`config.mk`:
```
export PLATFORM = sky130hd
export DESIGN_NAME = ring_bridge_arbiter
export DESIGN_NICKNAME = d
export VERILOG_FILES = /design/src/rtl/ring_bridge_arbiter.sv
export SDC_FILE = /design/constraint.sdc
export NUM_CORES = 1
export LEC_CHECK = 0
export ABC_CLOCK_PERIOD_IN_PS = 4600
export BUFFER_PORTS_ARGS = -buffer_cell sky130_fd_sc_hd__buf_2
export CORE_ASPECT_RATIO = 1.25
export CORE_MARGIN = 3
export CORE_UTILIZATION = 55
export CTS_CLUSTER_SIZE = 30
export DETAILED_ROUTE_END_ITERATION = 6
export PLACE_DENSITY = 0.78
export RECOVER_POWER = 100
export SETUP_SLACK_MARGIN = 0.1
export SLEW_MARGIN = 10
export SYNTH_ARGS = -nofsm -noshare
export SYNTH_HDL_FRONTEND = slang
export SYNTH_SLANG_ARGS = --single-unit
export TNS_END_PERCENT = 1
```
`constraint.sdc`:
```
create_clock -name clk -period 4.6 [get_ports clk]
set_clock_uncertainty 0.05 [all_clocks]
set_input_delay 0.46 -clock clk [delete_from_list [all_inputs] [get_ports clk]]
set_output_delay 0.46 -clock clk [all_outputs]
set_load 0.005 [all_outputs]
```
`src/rtl/ring_bridge_arbiter.sv`:
```
`default_nettype none
// ============================================================================
// Module   : ring_bridge_arbiter
// Purpose  : Round-robin shared bridge FIFO between two connect routers
//            feeding one ring injection port.
// Revision : 1.0
// ============================================================================
module ring_bridge_arbiter #(
  parameter int FLIT_W    = 16,  // matches the control word width
  parameter int VALID_BIT = 15,
  parameter int DEPTH     = 4,
  parameter int CNT_W     = 3
) (
  input  logic              clk,
  input  logic              rst_n,
  input  logic              push0,
  input  logic [FLIT_W-1:0] flit0,
  input  logic              push1,
  input  logic [FLIT_W-1:0] flit1,
  output logic              bfull0,
  output logic              bfull1,
  output logic [FLIT_W-1:0] out_flit,
  input  logic              out_accept,
  output logic              proto_err
);

  localparam int PTR_W = (DEPTH > 1) ? $clog2(DEPTH) : 1;
  localparam int SUM_W = PTR_W + 1;

  logic [FLIT_W-1:0] r_mem [DEPTH];
  logic [PTR_W-1:0]  r_rd_ptr;
  logic [PTR_W-1:0]  r_wr_ptr;
  logic [CNT_W-1:0]  r_count;
  logic              r_rr;
  logic              r_proto_err;

  logic [CNT_W-1:0]  w_free;
  logic              w_acc0;
  logic              w_acc1;
  logic              w_pop;
  logic              w_fav_acc;
  logic [1:0]        w_n_push;
  logic [FLIT_W-1:0] w_first_flit;
  logic [FLIT_W-1:0] w_second_flit;

  // Pointer advance that wraps modulo DEPTH, so non-power-of-two depths work.
  function automatic logic [PTR_W-1:0] ptr_add(input logic [PTR_W-1:0] p,
                                               input logic [1:0] n);
    logic [SUM_W-1:0] s;
    s = {1'b0, p} + SUM_W'(n);
    if (s >= SUM_W'(DEPTH)) s = s - SUM_W'(DEPTH);
    return s[PTR_W-1:0];
  endfunction

  assign w_free = CNT_W'(DEPTH) - r_count;

  // Back-pressure depends on registered state only; the last slot goes to rr.
  always_comb begin
    bfull0 = 1'b0;
    bfull1 = 1'b0;
    if (w_free == '0) begin
      bfull0 = 1'b1;
      bfull1 = 1'b1;
    end else if (w_free == CNT_W'(1)) begin
      bfull0 = r_rr;
      bfull1 = ~r_rr;
    end
  end

  assign w_acc0    = push0 & ~bfull0;
  assign w_acc1    = push1 & ~bfull1;
  assign w_pop     = out_accept & (r_count != '0);
  assign w_fav_acc = r_rr ? w_acc1 : w_acc0;
  assign w_n_push  = {1'b0, w_acc0} + {1'b0, w_acc1};

  always_comb begin
    w_first_flit  = flit0;
    w_second_flit = flit1;
    if (w_acc0 && w_acc1) begin
      w_first_flit  = r_rr ? flit1 : flit0;
      w_second_flit = r_rr ? flit0 : flit1;
    end else if (w_acc1) begin
      w_first_flit  = flit1;
    end
  end

  always_ff @(posedge clk) begin
    if (w_n_push != 2'd0) r_mem[r_wr_ptr] <= w_first_flit;
    if (w_n_push == 2'd2) r_mem[ptr_add(r_wr_ptr, 2'd1)] <= w_second_flit;
  end

  always_ff @(posedge clk or negedge rst_n) begin
    if (!rst_n) begin
      r_rd_ptr    <= '0;
      r_wr_ptr    <= '0;
      r_count     <= '0;
      r_rr        <= 1'b0;
      r_proto_err <= 1'b0;
    end else begin
      r_wr_ptr <= ptr_add(r_wr_ptr, w_n_push);
      if (w_pop) r_rd_ptr <= ptr_add(r_rd_ptr, 2'd1);
      r_count  <= r_count + CNT_W'(w_n_push) - CNT_W'(w_pop);
      if (w_fav_acc) r_rr <= ~r_rr;
      if ((push0 && bfull0) || (push1 && bfull1)) r_proto_err <= 1'b1;
    end
  end

  always_comb begin
    out_flit = '0;
    if (r_count != '0) out_flit = r_mem[r_rd_ptr] | (FLIT_W'(1) << VALID_BIT);
  end

  assign proto_err = r_proto_err;

endmodule
`default_nettype wire

```
======== Yosys cells after proc, flatten, opt, wreduce, memory -nomap -nowiden ========
Memory sizes are Yosys's and may differ from the RTL's.
Cells that the tools add are included.
operators by class
  add/sub/neg operators ................... 10
  magnitude comparators ................... 3
  equal/unequal tests ..................... 2
  multiplexer cells ....................... 19
  bitwise logic cells ..................... 6
  reductions and logical operators ........ 7
operators with widths
  cell                                                       count
  two-way mux 16 bit                                         6
  greater-or-equal comparator 3 bit (second input constant)  3
  two-way mux 1 bit                                          9
  two-way mux 2 bit                                          4
  adder 2 x 1 -> 3 bit (second input constant)               2
  subtractor 2 x 1 -> 2 bit (second input constant)          3
  adder 2 x 2 -> 3 bit                                       1
  adder 3 x 2 -> 3 bit                                       1
  bitwise AND 1 bit                                          3
  equality test 3 x 1 -> 1 bit (second input constant)       1
  logical AND 1 bit                                          3
  logical NOT 3 bit                                          1
  NOT 1 bit                                                  3
  nonzero test 3 bit                                         1
  subtractor 3 x 1 -> 3 bit                                  1
  subtractor 3 bit (first input constant)                    1
  adder 1 x 1 -> 2 bit                                       1
  equality test 2 bit (second input constant)                1
  nonzero test 2 bit                                         1
  logical OR 1 bit                                           1
storage, ports and cells
  flip-flop bits (word level) ............. 9
  memory bits (writable) .................. 64
  bits of input ports ..................... 37
  memories ................................ 1
memories
  name   depth  width  rd ports  clocked after memory_dff  wr ports  line  source
  r_mem  4      16     1         0                         2         30    logic [FLIT_W-1:0] r_mem [DEPTH];

======== Longest topological paths before layout ========
  depth after elaboration ................. 10
  mapped depth ............................ 13
  gate-level depth less buffers ........... 12

======== Least setup slack after synthesis ========
Ideal clock, no wire load.
  kind .................................... register to register
  start ................................... register r_count[1]
  end ..................................... memory r_mem[1][0] (enable)
  setup time .............................. 0.409 ns
  arrival ................................. 2.681 ns
  data required time ...................... 4.141 ns
  slack ................................... 1.460 ns
  stages on the path, launching flop included .. 10
  buffers on the path ..................... 1
  period minus slack after synthesis ...... 3.140 ns
  cells stage by stage .................... dfrtp_1 > nor2_1 > ha_1 > and2b_1 > nand2_1 > inv_1 > ha_1 > buf_6 > nor2_1 > nor3b_1
RTL lines
  element                   line  source
  start: declaration        33    logic [CNT_W-1:0] r_count;
  start signal: assignment  102   r_count <= r_count + CNT_W'(w_n_push) - CNT_W'(w_pop);
  end: declaration          30

==> impl_metrics.toml <==
[cells_and_area]
drive_above_1_share_pct = 25.3
syn2layout_area_growth_pct = 8.30
mostFrequentLayoutCells = "68 x nor2_1, 61 x a21oi_1, 60 x edfxtp_1"
nFillCells = 781
n_antenna_cell = 0
final_common_cell = "nor2_1"
nets = 596

[critical_path]
criticalPathCategory = "flip-flop to flip-flop"
crit_slowest_cell = "a21oi_2"
timing.critical_path.buf_inv = 2
rr_startpoint = "r_count[1]"
cpLargestDelayFamily = "compound AO/OA/AOI/OAI gates"
rr_worst_depth = 9
r2r-end = "r_mem[1][8]"
crit_top_cell = "inv_1"
startpoint_type = "flip-flop"
worst-path-stages = 9
path_max_fanout = 53
crit_arrival_ps = 4180
max_stage_delay_ps = 940
critPathRequiredTime_ps = 4750
end_kind = "flip-flop"
crit_start = "r_count[1]"
cp_cell_sequence = "nor2_1, ha_1, nand4b_1, nand2_1, inv_1, ha_2, inv_1, a21oi_2, o221a_1"
reg2reg_slack_ps = 570
crit_end = "r_mem[1][8]"

[pwr]
irDropWorstVdd_uv = 413
power_density_nw_per_um2 = 715
power.share.clock_pct = 13.6
combPwrFrac_pct = 53.6
p_sw_uw = 1640
leakagePower_uw = 0.00193
swShare_pct = 41.1
internal_power_uw = 2360
pwr-share-seq_pct = 32.7
power.total_uw = 4000

[sta]
slew_viol_final = 41
tns_ps = 0
slew_headroom_pct = -25.1
setup_viol_count_final = 0
finalHoldViolCount = 0
post-route-period-util_pct = 87.5
tightest_slew_ps = 1880
period_minus_slack_ps = 4030
rsz0062_at_grt = "false"
fmax_mhz = 248
layout_setup_ws_ps = 573

[yosys]
yosys.area.top_type = "edfxtp_1"
syn_nets = 561
synth_async_sr_flop_share_pct = 13.0
synth.yosys.seq_area_share_pct = 39.2
synth.top_cell.area_share_pct = 34.8
synthesis.instances = 514
avgSynthCellArea_sq_um = 10.1
synthDistinctLibCells = 41
synth.area.top_cells = "edfxtp_1 35%, o221a_1 9.8%, mux4_2 6.5%"
synth_seq_cells = 69
syn_area_sq_um = 5170
synth-edff-count = 60
synth_flop_cell = "edfxtp_1"
ys_warn_count = 0

[clock_network]
cts_made_buffers = 9
cts_repair_resize_count = 0
hold_buffers = 1
clk-insertion-delay-late_ps = 350
cts_tree = "yes"
postCtsSetupBuffers = 0
cts_sinks = 69
cts.clk_slew.worst_paths_ps = 80
h-tree-depth = 3
cts-root-buf = "clkbuf_8"
cts_buffer_depth = 2

[route]
wl_per_cell_microns = 21.6
routed_wl_mm = 14.5
drt-initial-drc-count = 521
ant_nets = 0
vias = 4553
drtPass1Iterations = 6
viasPerCell = 6.77
drc_errors = 0

[floorplan]
core_area_sq_um = 8940
die_x_microns = 92.7
io_pins = 56
dieHeight_microns = 114
dieArea_sq_um = 10600
start_util_pct = 57.9
rows = 38

[global_routing]
grt_pass1_wl_mm = 22.8
gr-usage-all-layers_pct = 28.1
grt-ovfl-total = 0
antenna_found_initial = 0
grt_pass1_vias = 4564
grt_max_degree = 54

[place]
dp_slack_ps = 1080
hpwl_mm = 8.79
port_buffers = 53
place_congestion = 0.773

[run_status]
violations = "max-capacitance violations, max-slew violations"
status = "finished, violations left"

[hold_path]
min_path_type = "primary input to flip-flop"

[run]
cap_violations = 1
kinds of logic after synthesis:
group	Yosys count	synth area share [%]
XOR/XNOR	6	1.02
multiplexers	16	6.73
AO/OA/AOI/OAI	191	27.3
buffers and inverters	53	5.44
adder cells (fa/ha/maj)	10	2.56
AND/OR/NAND/NOR	169	17.7
flip-flops	69	39.2
power groups by stage:
stage | Combinational (uW) | Clock (uW) | Sequential [uW]
after detailed placement | 2170 | 0 | 1320
after global placement | 2110 | 0 | 1290
after CTS | 2180 | 547 | 1300
after floorplan | 1720 | 0 | 1170
after global routing | 2330 | 569 | 1340
final | 2150 | 546 | 1310
worst min-delay path, delay by kind of cell:
kind | cells | cell delay [ps]
buf+inv | 1 | 80
simple gates | 1 | 70
compound gates | 1 | 60
registers in the layout (all words and copies together) (netlist names):
register,flops
r_count,3
r_rd_ptr,2
r_wr_ptr,2
r_mem,60
proto_err,1
r_rr,1
worst min-delay path by stage:
stage	slack (ps)	cells past startpoint	startpoint	endpoint
after floorplan	110	0	rst_n	proto_err
after global placement	280	1	rst_n	r_wr_ptr[0]
after detailed placement	290	1	rst_n	proto_err
after CTS	290	3	push1	proto_err
after global routing	340	3	push1	proto_err
final	300	3	push1	proto_err
through the flow:
stage / util [%] / std cells / hold WS (ps) / cell area, sq um
6_report: 62.7 / 673 / 301 / 5600
3_5_place_dp: 61.0 / 657 / 285 / 5450
2_1_floorplan: - / 514 / 114 / 5170
3_3_place_gp: 61.0 / 657 / 277 / 5450
4_1_cts: 63.5 / 673 / 294 / 5670
5_1_grt: 62.7 / 673 / 344 / 5600
area by class of cell:
type	instances	area [sq um]	share of cell area [%]
multi-input cells	392	2840	50.7
flip-flops and latches	69	2030	36.2
repair buffers	66	332	5.92
well taps	120	150	2.68
clock buffers	9	124	2.21
clock inverters	6	88.8	1.59
inverters	11	41.3	0.737
cells in the mapped netlist (all sizes together), types with 2 or more instances:
library cell	n
nor2b	2
a21oi	65
and3b	3
mux4	15
ha	9
nand2b	34
nand2	5
xnor2	5
inv	11
buf	26
and2	15
clkbuf	16
o21ai	60
edfxtp	60
nor2	69
nand3b	2
nor3b	2
o221a	60
nand3	2
dfrtp	9
a21o	4
or2	30
per-layer routing:
metal	share of wire [%]	up-vias	GRT usage, %
li1	-	2017	-
met1	36	2119	33.3
met2	48	342	47.4
met3	11	75	5.33
met4	4.7	0	16.9
met5	0	-	0
No activity file was read; power rests on OpenSTA's default activity.
